$ cat src/rtl/fp32_mult_seq_if.sv
// Request/response bundle between the peripherals unit and the FP32 multiplier.
// master drives operands and start; slave returns status and result.
interface fp32_mult_seq_if;
    logic        start;
    logic [31:0] dataA;
    logic [31:0] dataB;
    logic        busy;
    logic        done;
    logic [31:0] dataR;
    logic [4:0]  casesspecial;

    modport master (
        output start, dataA, dataB,
        input  busy, done, dataR, casesspecial
    );

    modport slave (
        input  start, dataA, dataB,
        output busy, done, dataR, casesspecial
    );
endinterface

$ cat src/rtl/fp32_mult_seq.sv
// Sequential IEEE-754 single-precision multiplier with a shift-add mantissa core.
// Truncating (round toward zero), denormal inputs flushed to zero, no denormal outputs.
module fp32_mult_seq #(
    parameter int unsigned BITS_PER_CYCLE = 1
) (
    input  logic              clk,
    input  logic              reset,
    fp32_mult_seq_if.slave    bus
);

    localparam int unsigned ITER = 24 / BITS_PER_CYCLE;

    typedef enum logic [2:0] {
        IDLE,
        UNPACK,
        MULT,
        NORM,
        PACK
    } state_t;

    state_t state, state_n;

    logic [31:0] a_reg, b_reg;
    logic [23:0] ma, mb;
    logic [47:0] product;
    logic [4:0]  cnt;
    logic [4:0]  shift;
    logic [31:0] res_reg;
    logic [4:0]  flag_reg;
    logic [31:0] result_q;
    logic [4:0]  flags_q;
    logic        done_q;

    // Operand fields and classification from the captured operands
    logic       sa, sb, sign;
    logic [7:0] ea, eb;
    logic [22:0] fa, fb;
    logic       a_zero, b_zero, a_inf, b_inf, a_nan, b_nan, is_special;
    logic [31:0] spec_res;
    logic [4:0]  spec_flags;

    always_comb begin
        sa     = a_reg[31];
        sb     = b_reg[31];
        ea     = a_reg[30:23];
        eb     = b_reg[30:23];
        fa     = a_reg[22:0];
        fb     = b_reg[22:0];
        sign   = sa ^ sb;
        a_zero = (ea == 8'h00);
        b_zero = (eb == 8'h00);
        a_inf  = (ea == 8'hFF) && (fa == '0);
        b_inf  = (eb == 8'hFF) && (fb == '0);
        a_nan  = (ea == 8'hFF) && (fa != '0);
        b_nan  = (eb == 8'hFF) && (fb != '0);
        is_special = a_nan | b_nan | a_inf | b_inf | a_zero | b_zero;
    end

    always_comb begin
        spec_res   = '0;
        spec_flags = '0;
        if (a_nan || b_nan) begin
            spec_res   = 32'h7FC0_0000;
            spec_flags = 5'b00100;
        end else if ((a_inf && b_zero) || (b_inf && a_zero)) begin
            spec_res   = 32'h7FC0_0000;
            spec_flags = 5'b00100;
        end else if (a_inf || b_inf) begin
            spec_res   = {sign, 8'hFF, 23'h0};
            spec_flags = 5'b00010;
        end else if (a_zero || b_zero) begin
            spec_res   = {sign, 31'h0};
            spec_flags = 5'b00001;
        end
    end

    // Partial product for the next BITS_PER_CYCLE multiplier bits
    logic [47:0] pp;

    always_comb begin
        pp = '0;
        for (int unsigned i = 0; i < BITS_PER_CYCLE; i++) begin
            if (mb[i]) begin
                pp = pp + ({24'h0, ma} << i);
            end
        end
    end

    logic signed [9:0] exp_n;
    logic [22:0]       mant;
    logic [31:0]       norm_res;
    logic [4:0]        norm_flags;

    always_comb begin
        exp_n = $signed({2'b00, ea}) + $signed({2'b00, eb}) - 10'sd127;
        if (product[47]) begin
            exp_n = exp_n + 10'sd1;
        end
        mant = 23'(product[47] ? (product >> 24) : (product >> 23));
        if (exp_n >= 10'sd255) begin
            norm_res   = {sign, 8'hFF, 23'h0};
            norm_flags = 5'b01010;
        end else if (exp_n <= 10'sd0) begin
            norm_res   = {sign, 31'h0};
            norm_flags = 5'b10000;
        end else begin
            norm_res   = {sign, exp_n[7:0], mant};
            norm_flags = '0;
        end
    end

    always_ff @(posedge clk) begin
        if (reset) begin
            state <= IDLE;
        end else begin
            state <= state_n;
        end
    end

    always_comb begin
        state_n = state;
        case (state)
            IDLE:    if (bus.start) state_n = UNPACK;
            UNPACK:  state_n = is_special ? PACK : MULT;
            MULT:    if (cnt == '0) state_n = NORM;
            NORM:    state_n = PACK;
            PACK:    state_n = IDLE;
            default: state_n = IDLE;
        endcase
    end

    always_ff @(posedge clk) begin
        if (reset) begin
            a_reg    <= '0;
            b_reg    <= '0;
            ma       <= '0;
            mb       <= '0;
            product  <= '0;
            cnt      <= '0;
            shift    <= '0;
            res_reg  <= '0;
            flag_reg <= '0;
            result_q <= '0;
            flags_q  <= '0;
            done_q   <= 1'b0;
        end else begin
            done_q <= 1'b0;
            case (state)
                IDLE: begin
                    if (bus.start) begin
                        a_reg <= bus.dataA;
                        b_reg <= bus.dataB;
                    end
                end
                UNPACK: begin
                    if (is_special) begin
                        res_reg  <= spec_res;
                        flag_reg <= spec_flags;
                    end else begin
                        product <= '0;
                        ma      <= {1'b1, fa};
                        mb      <= {1'b1, fb};
                        cnt     <= 5'(ITER - 1);
                        shift   <= '0;
                    end
                end
                MULT: begin
                    // mb shifts down so the low bits are always the next chunk; shift tracks its weight
                    product <= product + (pp << shift);
                    mb      <= mb >> BITS_PER_CYCLE;
                    shift   <= shift + 5'(BITS_PER_CYCLE);
                    cnt     <= cnt - 5'd1;
                end
                NORM: begin
                    res_reg  <= norm_res;
                    flag_reg <= norm_flags;
                end
                PACK: begin
                    result_q <= res_reg;
                    flags_q  <= flag_reg;
                    done_q   <= 1'b1;
                end
                default: ;
            endcase
        end
    end

    assign bus.busy         = (state != IDLE);
    assign bus.done         = done_q;
    assign bus.dataR        = result_q;
    assign bus.casesspecial = flags_q;

endmodule

$ cat src/flat_wrapper.sv
// flat-port wrapper written by rule: the top's interface ports become plain ports
module fp32_mult_seq_flat 
#(
    parameter int unsigned BITS_PER_CYCLE = 1
)
  (clk, reset, bus_start, bus_dataA, bus_dataB, bus_busy, bus_done, bus_dataR, bus_casesspecial);
  fp32_mult_seq_if bus_i ();
  input  logic clk;
  input  logic reset;
  input wire logic [$bits(bus_i.start)-1:0] bus_start;
  input wire logic [$bits(bus_i.dataA)-1:0] bus_dataA;
  input wire logic [$bits(bus_i.dataB)-1:0] bus_dataB;
  output wire logic [$bits(bus_i.busy)-1:0] bus_busy;
  output wire logic [$bits(bus_i.done)-1:0] bus_done;
  output wire logic [$bits(bus_i.dataR)-1:0] bus_dataR;
  output wire logic [$bits(bus_i.casesspecial)-1:0] bus_casesspecial;
  assign bus_i.start = bus_start;
  assign bus_i.dataA = bus_dataA;
  assign bus_i.dataB = bus_dataB;
  assign bus_busy = bus_i.busy;
  assign bus_done = bus_i.done;
  assign bus_dataR = bus_i.dataR;
  assign bus_casesspecial = bus_i.casesspecial;
  fp32_mult_seq #(.BITS_PER_CYCLE(BITS_PER_CYCLE)) u_core (.clk(clk), .reset(reset), .bus(bus_i));
endmodule
$ cat config.mk
export PLATFORM = sky130hd
export DESIGN_NAME = fp32_mult_seq_flat
export DESIGN_NICKNAME = d
export VERILOG_FILES = /design/src/rtl/fp32_mult_seq_if.sv /design/src/rtl/fp32_mult_seq.sv /design/src/flat_wrapper.sv
export SDC_FILE = /design/constraint.sdc
export NUM_CORES = 1
export LEC_CHECK = 0
export BUFFER_PORTS_ARGS = -buffer_cell sky130_fd_sc_hd__clkbuf_2
export CAP_MARGIN = 5
export CORE_AREA = 5 5 158 273
export DETAILED_ROUTE_END_ITERATION = 12
export DIE_AREA = 0 0 163 278
export SETUP_SLACK_MARGIN = 0.3
export SYNTH_ARGS = -nofsm -noshare
export SYNTH_HDL_FRONTEND = slang
export SYNTH_SLANG_ARGS = --single-unit
$ cat constraint.sdc
create_clock -name clk -period 4.52 [get_ports clk]
set_input_delay 0.452 -clock clk [delete_from_list [all_inputs] [get_ports clk]]
set_output_delay 0.452 -clock clk [all_outputs]
set_load 0.05 [all_outputs]
**After elaboration in Yosys (flattened, before gate mapping)**

Index checks and enable logic that the tools add are counted.

- Register bits after elaboration: 248
- Output and inout bits: 39

- Shift operators: 1
- Bitwise operators: 7
- Mux-type cells: 32
- Equal/unequal tests: 10
- Reduce and logical (&&, ||, !) cells: 26
- Add/sub/neg operators: 6
- $lt $le $gt $ge: 2

Operators by type and width:

| kind | count |
|---|---|
| two-way mux 32 bit | 5 |
| case mux 48 bit (2 select lines) | 1 |
| case mux 32 bit (2 select lines) | 1 |
| two-way mux 31 bit | 2 |
| adder 48 bit | 1 |
| two-way mux 24 bit | 2 |
| two-way mux 48 bit | 1 |
| case mux 24 bit (2 select lines) | 1 |
| left shift 24 x 5 -> 48 bit | 1 |
| logical NOT 23 bit | 2 |
| nonzero test 23 bit | 2 |
| two-way mux 5 bit | 8 |
| case mux 5 bit (2 select lines) | 3 |
| two-way mux 23 bit | 1 |
| equality test 8 bit, second input constant | 2 |
| logical NOT 8 bit | 2 |
| case mux 3 bit (4 select lines) | 1 |
| adder 10 x 2 -> 10 bit, second input constant | 1 |
| greater-or-equal comparator 10 x 9 -> 1 bit, second input constant | 1 |
| less-or-equal comparator 10 x 1 -> 1 bit, second input constant | 1 |
| two-way mux 10 bit | 1 |
| AND reduction 2 bit | 5 |
| subtractor 10 x 8 -> 10 bit, second input constant | 1 |
| adder 8 x 8 -> 9 bit | 1 |
| 18 further kinds | 37 |

**Logic depth before layout (Yosys ltp)**

Gate-level depths: netlist of the first run.

- Depth in word-level cells: 9
- Mapped depth: 23
- Gate-level depth less buffers: 20

**Worst setup path before layout of the first run**

OpenSTA, ideal clock, no wires.

- Path kind: register to register
- From: register u_core.shift[0]
- To: register u_core.product[46]
- Data required time: 4393 ps
- Stages on the path, launching flop included: 24
- Data arrival time: 4670 ps
- Slack: -277 ps
- Period minus slack after synthesis: 4797 ps
- Buffers on the path: 4
- Cell sequence: dfxtp_1 -> clkbuf_1 -> buf_1 -> clkbuf_1 -> mux2i_1 -> nor3b_1 -> a31oi_1 -> a21oi_1 -> inv_1 -> nand2_1 -> o21ai_0 -> o21ai_0 -> ha_1 -> clkbuf_1 -> a21o_1 -> a21o_1 -> a21o_1 -> a21o_1 -> a21o_1 -> a21o_1 -> a221oi_1 -> o21ai_1 -> nor4b_1 -> or3_1

- Word-level cells in the longest chain between the ends: 3

RTL lines:

| item | RTL line | source |
|---|---|---|
| start, declared | fp32_mult_seq.sv:27 | `logic [4:0] shift;` |
| start signal, assigned | fp32_mult_seq.sv:171 | `shift <= shift + 5'(BITS_PER_CYCLE);` |
| left shift 24 x 5 -> 48 bit | fp32_mult_seq.sv:169 | `product <= product + (pp << shift);` |
| adder 48 bit | fp32_mult_seq.sv:169 |  |
| case mux 48 bit (2 select lines) | fp32_mult_seq.sv:148 | `case (state)` |
| end signal, assigned | fp32_mult_seq.sv:169 |  |
| end, declared | fp32_mult_seq.sv:25 | `logic [47:0] product;` |

Every way passes these cells.
A chain may end at the register's enable or synchronous reset.

**Final worst setup path of the first run**

- From: register u_core.shift[0]
- To: register u_core.product[40]

The elaborated chain is that of the path after synthesis.

==> reports/results.txt, run 1 <==
Status: finished clean
Reg with most FFs: u_core.product
Post-route DRC: 0
Peak supply drop: 0.344 mV
Worst min path class: input port to flop
Drt pass-1 iters: 5
Hold-critical path depth: 3
#FFs+latches synth: 248
Routability cong.: 1.04
PwrDens: 344 mW/mm^2
DR vias: 13404
Async SR Flop Fraction: 0%
Reg2Reg Setup Slack: 320 ps
Multi-input gate area: 0.00894 sq mm
Tmin final: 4200 ps
Iteration-0 DRC Markers: 582
P_leak: 0.00680 uW
Largest net degree at the start of global routing: 85
Vias per inst: 5.34
Grt total ovfl: 0
Max Slew Vio Count: 0
Area Overhead vs Synth: 22.2%
Avg Inst Size Synth: 7.76 sq um
Commonest non-fill, non-tap cell in the layout: nand2_1
Syn_nets: 1940
Post-synthesis sequential area ratio: 35.4%
Clock Sinks: 248
First-pass GRT wire length: 68.2 mm
Crit path max fanout: 6
Final setup fails: 0
Clock H-tree levels: 1
WP data required: 4960 ps
Height of the die: 278 um
Hold path endpoint: u_core.b_reg[10]
Crit end category: flop
Crit share post-route: 92.9%
Hold slack final: 118 ps
ANT cells: 0
CTS Buf Count: 26
DIE AREA: 0.0453 sq mm
Initial antenna violation count: 0
Yosys top cell by area: dfxtp_1
Rows: 98
Setup TNS: 0 ps
Final hold violations: 0
Clock skew: 29.4 ps
Max Clock Freq: 0.238 GHz
Mapped Area: 0.0140 sq mm
Number of flip-flops in the largest register: 48
Total Wirelength: 42.6 mm
R2R Path Start: u_core.shift[0]
Worst setup SP type: flop
Post-DP HPWL: 31.8 mm
Total GRT Usage: 18.1%
Top-area cell type share of the netlist area: 35.4%
Vias in the first global route: 13348
Mapped Cells: 1810
Post-layout nets: 2070
EDFF count, synth: 0
Worst Tran Pin Value: 1170 ps
Slew headroom: 21.7%
Max Cap Viol: 0
Unique cell type count in the Yosys netlist: 74
Top area cells in the synthesized netlist: dfxtp_1, nand2_1, a21oi_1
CTS tree: yes
# fillers: 4224
Latest clock arrival within the worst-skew pair: 560 ps
Most frequent cells in the layout: nand2_1, dfxtp_1, a21oi_1
WP data arrival: 4640 ps
Register area: 0.00497 sq mm
Die W: 163 um
CTS max path bufs: 3
Reg2Reg Depth: 23
Top_reg_cell synth: dfxtp_1
Layout cells sized above 1: 20.8%
Core Area: 0.0407 sq mm
WS Path Type: flop to flop
Hold Crit Start: bus_dataB[10]
Initial Utilization: 34.5%
Overall power: 5910 uW
RSZ-0062 raised after global routing: true
Syn. warnings: 0
Root buf cell: clkbuf_16
IO Port Bufs: 105
ANT nets after route: 0
Worst reg2reg path endpoint: u_core.product[40]
Avg WL per Cell: 17.0 um
I/O pins: 106
Worst-path clk slew: 70 ps
what timing repair did:
action,4_1_cts,5_1_grt
pin swaps,11,35
gates resized for setup,41,91
gates cloned,1,2
setup endpoints to repair,22,52
hold buffers,0,0
setup buffers,7,18
worst max path at each step:
| stage | from | endpoint | slack [ps] | cells past startpoint |
|---|---|---|---|---|
| CTS | u_core.shift[0] | u_core.product[46] | 270 | 20 |
| finish | u_core.shift[0] | u_core.product[40] | 320 | 23 |
| global placement | u_core.shift[0] | u_core.product[46] | -350 | 18 |
| global route | u_core.shift[0] | u_core.product[47] | 110 | 20 |
| detailed placement | u_core.shift[0] | u_core.product[46] | -380 | 18 |
| floorplan | u_core.shift[0] | u_core.product[40] | 320 | 22 |
layout make-up:
class                      count  share of cell area, %
clock buffer                  31                   4.20
clock inverter                17                   1.14
multi-input combinational   1414                   52.1
tap                          550                   4.01
sequential                   248                   29.0
timing repair buffer         226                   9.09
inverter                      24                  0.532
through the flow:
step / cells / area (sq um) / worst slack (ps) / util (%)
floorplan: 1810 / 14100 / 320 / -
global placement: 2434 / 15500 / -351 / 38.1
detailed placement: 2434 / 15500 / -376 / 38.1
CTS: 2490 / 16600 / 269 / 40.9
global route: 2510 / 17200 / 109 / 42.2
finish: 2510 / 17200 / 319 / 42.2
per-layer routing:
layer / share of wire [%] / global-route usage (%)
met5: 0 / 0
met4: 5.0 / 9.28
met3: 3.9 / 2.15
met2: 55 / 35.2
met1: 36 / 18.7
synth_stat cells (25+ instances only):
cell type,count
a21o_1,45
a21oi_1,201
a22oi_1,26
a311oi_1,25
clkbuf_1,110
dfxtp_1,248
ha_1,61
mux2i_1,39
nand2_1,419
nand3_1,39
nor2_1,132
o21ai_0,87
xnor2_1,29
critical path: stages, from the launching register on:
cell	delay, ps
dfxtp_4	380
buf_12	140
buf_16	140
mux2i_4	180
nor3b_2	180
a31oi_1	80
or2_4	260
nand2_1	60
o21ai_0	90
buf_4	160
nor2_2	100
ha_1	250
a21o_1	170
a21o_1	190
a21oi_2	150
o21bai_1	100
a221o_1	350
a31oi_1	150
buf_4	160
o21ai_2	70
a221oi_2	230
buf_4	170
mux2i_1	200
nand3_1	90
cells by family after synthesis:
logic type                 after synthesis  share of synthesized area [%]
AOI/OAI and AO/OA                      505                           22.6
buffers and inverters                  148                           4.06
and+or+nand+nor                        731                           22.7
adders and majority gates               63                           5.72
muxes                                   63                           6.15
DFF                                    248                           35.4
xor gates and xnor gates                52                           3.35
report_power, final:
part	switching, uW	leakage [uW]	internal (uW)
clock	961	0.000446	1330
sequential	139	0.00201	2360
combinational	734	0.00434	391
total	1830	0.00680	4080
(Power assumes the default switching activity.)
==> inputs of run 2 (changes only) <==
--- a/config.mk
+++ b/config.mk
@@ -10,6 +10,7 @@
 export CORE_AREA = 5 5 158 273
 export DETAILED_ROUTE_END_ITERATION = 12
 export DIE_AREA = 0 0 163 278
+export RECOVER_POWER = 100
 export SETUP_SLACK_MARGIN = 0.3
 export SYNTH_ARGS = -nofsm -noshare
 export SYNTH_HDL_FRONTEND = slang
==> reports/results.txt, run 2 (synthesized netlist as in run 1, its figures left out) <==
Slew headroom: -71.5%
Seq pwr share: 42.2%
Worst-path clk slew: 70 ps
Total Wirelength: 42.7 mm
Top Family by Delay on Critical Path: compound AO/OA/AOI/OAI gates
Peak supply drop: 0.340 mV
Area Overhead vs Synth: 20.8%
Number of flip-flops in the largest register: 48
Register area: 0.00497 sq mm
Post-Layout Cell Count: 2510
ANT nets after route: 0
RSZ-0062 raised after global routing: true
CTS Buf Count: 26
Initial Utilization: 34.5%
Utilization after layout: 41.7%
Max Slew Vio Count: 215
IO Port Bufs: 105
Iteration-0 DRC Markers: 611
Die W: 163 um
First-pass GRT wire length: 68.2 mm
Total GRT Usage: 18.1%
Multi-input gate area: 0.00882 sq mm
Latest clock arrival within the worst-skew pair: 560 ps
Logic pwr share: 19.0%
Worst setup SP type: flop
Post-DP HPWL: 31.8 mm
Clock H-tree levels: 1
Clock Sinks: 248
Crit path buf inv count: 6
Tmin final: 4330 ps
P_int: 4080 uW
CP max-delay cell: mux4_2
Vias per inst: 5.34
I/O pins: 106
Rows: 98
Height of the die: 278 um
WP data arrival: 4770 ps
Layout cells sized above 1: 16.8%
Net switching power: 1840 uW
Max Clock Freq: 0.231 GHz
WP data required: 4960 ps
Worst Tran Pin Value: 2570 ps
Worst Slack Setup Final: 192 ps
Final hold violations: 0
Critical Path Most Common Cell: buf_4
Initial antenna violation count: 0
Post-Layout Inst Area: 0.0170 sq mm
Worst min path class: input port to flop
CTS max path bufs: 3
DIE AREA: 0.0453 sq mm
Final setup fails: 0
Inst Count DP: 2434
Worst-path cell chain: buf_12 > buf_4 > mux4_2 > nand3_1 > o21ai_1 > o21ai_0 > buf_4 > nor2_1 > ha_1 > buf_4 > a21o_1 > a21oi_2 > o21bai_1 > a221o_1 > a31oi_1 > buf_4 > o21ai_2 > a221oi_2 > buf_4 > mux2i_1 > nand3_1
CP max stage delay: 500 ps
Commonest non-fill, non-tap cell in the layout: nand2_1
Most frequent cells in the layout: nand2_1, dfxtp_1, a21oi_1
Net Sw Frac: 31.1%
DR vias: 13411
PwrDens: 349 mW/mm^2
# fillers: 4281
Post-layout nets: 2070
Clock skew: 28.7 ps
CTS tree: yes
ANT cells: 0
WS Path Type: flop to flop
Routability cong.: 1.04
Drt pass-1 iters: 6
Violated checks: max-capacitance violations, max-slew violations
Crit path max fanout: 7
Pre-CTS setup slack: -376 ps
Largest net degree at the start of global routing: 85
Clock network power share: 38.8%
P_leak: 0.00659 uW
Post-DP Area: 0.0155 sq mm
Max Cap Viol: 4
Root buf cell: clkbuf_16
Status: finished with violations
Post-route DRC: 0
Avg WL per Cell: 17.0 um
Reg with most FFs: u_core.product
Core Area: 0.0407 sq mm
Vias in the first global route: 13348
Grt total ovfl: 0
Crit share post-route: 95.8%
Crit end category: flop
==> run 2: power groups by stage <==
| stage | registers (uW) | logic [uW] | clock network (uW) |
|---|---|---|---|
| detailed placement | 2540 | 1090 | 0 |
| finish | 2500 | 1120 | 2290 |
| global route | 2520 | 1260 | 2450 |
| CTS | 2490 | 1110 | 2360 |
| global placement | 2540 | 1070 | 0 |
| floorplan | 2500 | 810 | 0 |
==> run 2: routing by layer <==
| layer | vias up | GRT usage (%) | routed length, um |
|---|---|---|---|
| met2 | 294 | 35.2 | 23500 |
| met3 | 109 | 2.15 | 1470 |
| met4 | 0 | 9.28 | 2040 |
| met1 | 6330 | 18.7 | 15700 |
| li1 | 6678 | - | - |
| met5 | - | 0 | 0 |
==> run 2: what timing repair did <==
item                                   4_1_cts  5_1_grt
setup buffers                                7       18
pin swaps                                   11       35
cloned                                       1        2
setup endpoints to repair                   22       52
endpoints found under the hold margin        0        0
hold buffers                                 0        0
gates resized for setup                     41       91
==> run 2: worst register-to-register path, stage by stage (launching register included) <==
cell	delay, ps
dfxtp_4	410
buf_12	140
buf_4	110
mux4_2	500
nand3_1	90
o21ai_1	120
o21ai_0	320
buf_4	190
nor2_1	40
ha_1	300
buf_4	160
a21o_1	170
a21oi_2	150
o21bai_1	100
a221o_1	350
a31oi_1	150
buf_4	160
o21ai_2	80
a221oi_2	230
buf_4	170
mux2i_1	200
nand3_1	90
==> run 2: metrics by stage <==
| step | setup TNS [ps] | hold WS (ps) | total power, uW |
|---|---|---|---|
| detailed placement | -1170 | 441 | 3640 |
| finish | 0 | 117 | 5910 |
| global placement | -952 | 438 | 3600 |
| CTS | 0 | 90.0 | 5970 |
| global route | 0 | 101 | 6230 |
| floorplan | 0 | 425 | 3310 |
==> run 2: final timing paths <==
check | start | slack (ps) | cells after the start | to
hold / removal | bus_dataB[10] | 120 | 3 | u_core.b_reg[10]
hold reg to reg | u_core.res_reg[17] | 450 | 2 | u_core.bus.dataR[17]
setup / recovery | u_core.shift[0] | 190 | 21 | u_core.product[40]
setup reg to reg | u_core.shift[0] | 190 | 21 | u_core.product[40]
==> run 2: layout make-up <==
type                       count  area share [%]
clock buffer                  31            4.25
timing repair buffer         226            8.73
multi-input combinational   1414            52.0
sequential                   248            29.3
tap                          550            4.06
inverter                      24           0.538
clock inverter                17            1.16
==> inputs of run 3 (changes only) <==
--- a/config.mk
+++ b/config.mk
@@ -5,7 +5,7 @@
 export SDC_FILE = /design/constraint.sdc
 export NUM_CORES = 1
 export LEC_CHECK = 0
-export BUFFER_PORTS_ARGS = -buffer_cell sky130_fd_sc_hd__clkbuf_2
+export BUFFER_PORTS_ARGS = -buffer_cell sky130_fd_sc_hd__buf_2
 export CAP_MARGIN = 5
 export CORE_AREA = 5 5 158 273
 export DETAILED_ROUTE_END_ITERATION = 12
==> reports/results.txt, run 3 (synthesized netlist as in run 1, its figures left out) <==
Vias per inst: 5.33
CP max-delay cell: dfxtp_4
Avg WL per Cell: 16.9 um
Post-route DRC: 0
ANT cells: 0
Initial antenna violation count: 0
Reg2Reg Depth: 21
Root buf cell: clkbuf_16
P_leak: 0.00653 uW
CP max stage delay: 380 ps
Hold Crit Start: bus_dataA[19]
PwrDens: 337 mW/mm^2
Rows: 98
I/O pins: 106
Routability cong.: 0.970
Worst setup SP type: flop
Max Cap Viol: 4
Worst Tran Pin Value: 2530 ps
Overall power: 5690 uW
DIE AREA: 0.0453 sq mm
Clock H-tree levels: 1
Worst Slack Setup Final: 258 ps
Total Wirelength: 42.4 mm
Tmin final: 4260 ps
Hold_buf cts: 0
Grt total ovfl: 0
Iteration-0 DRC Markers: 497
Worst-path cell chain: clkbuf_16 > buf_4 > mux4_2 > nand2_1 > o21ai_0 > nor2_1 > a21oi_1 > nor2_1 > a21oi_1 > ha_2 > buf_4 > nand4_1 > nor2_1 > nand3_1 > nand2_1 > a31oi_4 > a21oi_4 > a221oi_4 > o21ai_2 > nor4b_1 > or3_1
Multi-input gate area: 0.00887 sq mm
Reg with most FFs: u_core.product
Height of the die: 278 um
# fillers: 4328
Crit share post-route: 94.3%
Post-DP HPWL: 31.4 mm
DR vias: 13344
CTS Buf Count: 25
R2R Path Start: u_core.shift[0]
Total GRT Usage: 17.8%
Slew headroom: -68.8%
Largest net degree at the start of global routing: 83
Clock Sinks: 248
WP data arrival: 4680 ps
Crit end category: flop
Final hold violations: 0
Register area: 0.00497 sq mm
Most frequent cells in the layout: nand2_1, dfxtp_1, a21oi_1
Initial Utilization: 34.5%
Worst min path class: input port to flop
Pre-CTS setup slack: -279 ps
Commonest non-fill, non-tap cell in the layout: nand2_1
ANT nets after route: 0
IO Port Bufs: 105
Post-DP Area: 0.0155 sq mm
Peak supply drop: 0.304 mV
Utilization after layout: 41.5%
Status: finished with violations
RSZ-0062 raised after global routing: true
Hold slack final: 146 ps
Crit path max fanout: 8
Max Clock Freq: 0.235 GHz
Post-layout nets: 2067
Latest clock arrival within the worst-skew pair: 550 ps
Max Slew Vio Count: 215
Worst-path clk slew: 70 ps
CTS max path bufs: 3
WP data required: 4940 ps
Hold-critical path depth: 3
Reg2Reg Setup Slack: 260 ps
First-pass GRT wire length: 66.6 mm
Post-Layout Inst Area: 0.0169 sq mm
CTS tree: yes
Area Overhead vs Synth: 20.2%
Worst reg2reg path endpoint: u_core.product[46]
Clock skew: 18.5 ps
Vias in the first global route: 13113
Violated checks: max-capacitance violations, max-slew violations
Hold path endpoint: u_core.a_reg[19]
Layout cells sized above 1: 17.0%
Drt pass-1 iters: 7
Critical Path Most Common Cell: nor2_1
Core Area: 0.0407 sq mm
Die W: 163 um
WS Path Type: flop to flop
Final setup fails: 0
Number of flip-flops in the largest register: 48
[run 3: cell count changes in the layout (fill, tap and decap cells not counted), moves of 4 or more]
cell	before	now
buf_2	0	65
clkbuf_2	65	0
inv_6	4	0
nand3_1	39	35
nand3_2	0	4
o21ai_1	25	21
o21ai_2	12	18
[run 3: routing by layer]
metal	global-route usage [%]	wire, um	share of wire [%]
met5	0	0	0
met4	8.35	2210	5.2
met3	2.07	1270	3.0
met2	35.4	23200	55
met1	17.9	15600	37
[run 3: report_power, final]
part	switching [uW]	internal [uW]	total (uW)	leakage (uW)
sequential	136	2360	2490	0.00201
combinational	738	384	1120	0.00412
clock	898	1180	2080	0.000393
[run 3: cell type report]
type	instances	share of cell area [%]
Multi-Input combinational cell	1414	52.6
Sequential cell	248	29.4
Tap cell	550	4.08
Clock buffer	34	4.08
Timing Repair Buffer	224	8.66
Inverter	24	0.541
Clock inverter	10	0.630
[run 3: critical path, delay by kind of cell (launching register included)]
| family | cells | cell delay, ps |
|---|---|---|
| flip-flops | 1 | 380 |
| AND/OR/NAND/NOR | 9 | 1070 |
| multiplexers | 1 | 320 |
| AO/OA/AOI/OAI | 7 | 1530 |
| adder cells (fa/ha/maj) | 1 | 370 |
| buffers and inverters | 3 | 460 |
[run 3: how the worst max path moves through the flow]
stage                          startpoint            endpoint  slack [ps]  depth (start not counted)
after CTS                 u_core.shift[0]  u_core.product[46]         250                         18
final                     u_core.shift[0]  u_core.product[46]         260                         21
after global placement    u_core.shift[0]  u_core.product[46]        -240                         18
after floorplan           u_core.shift[0]  u_core.product[40]         320                         22
after detailed placement  u_core.shift[0]  u_core.product[46]        -280                         18
after global routing      u_core.shift[0]  u_core.product[46]          90                         21
[run 3: through the flow]
stage	instances	TNS, ps
final	2504	0
after global routing	2504	0
after detailed placement	2433	-572
after global placement	2433	-404
after floorplan	1810	0
after CTS	2484	0
[run 3: what timing repair did]
| item | in CTS | in global routing |
|---|---|---|
| cloned | 0 | 2 |
| setup endpoints to repair | 20 | 51 |
| pin swaps | 4 | 44 |
| setup buffers | 7 | 18 |
| resized for setup | 28 | 116 |
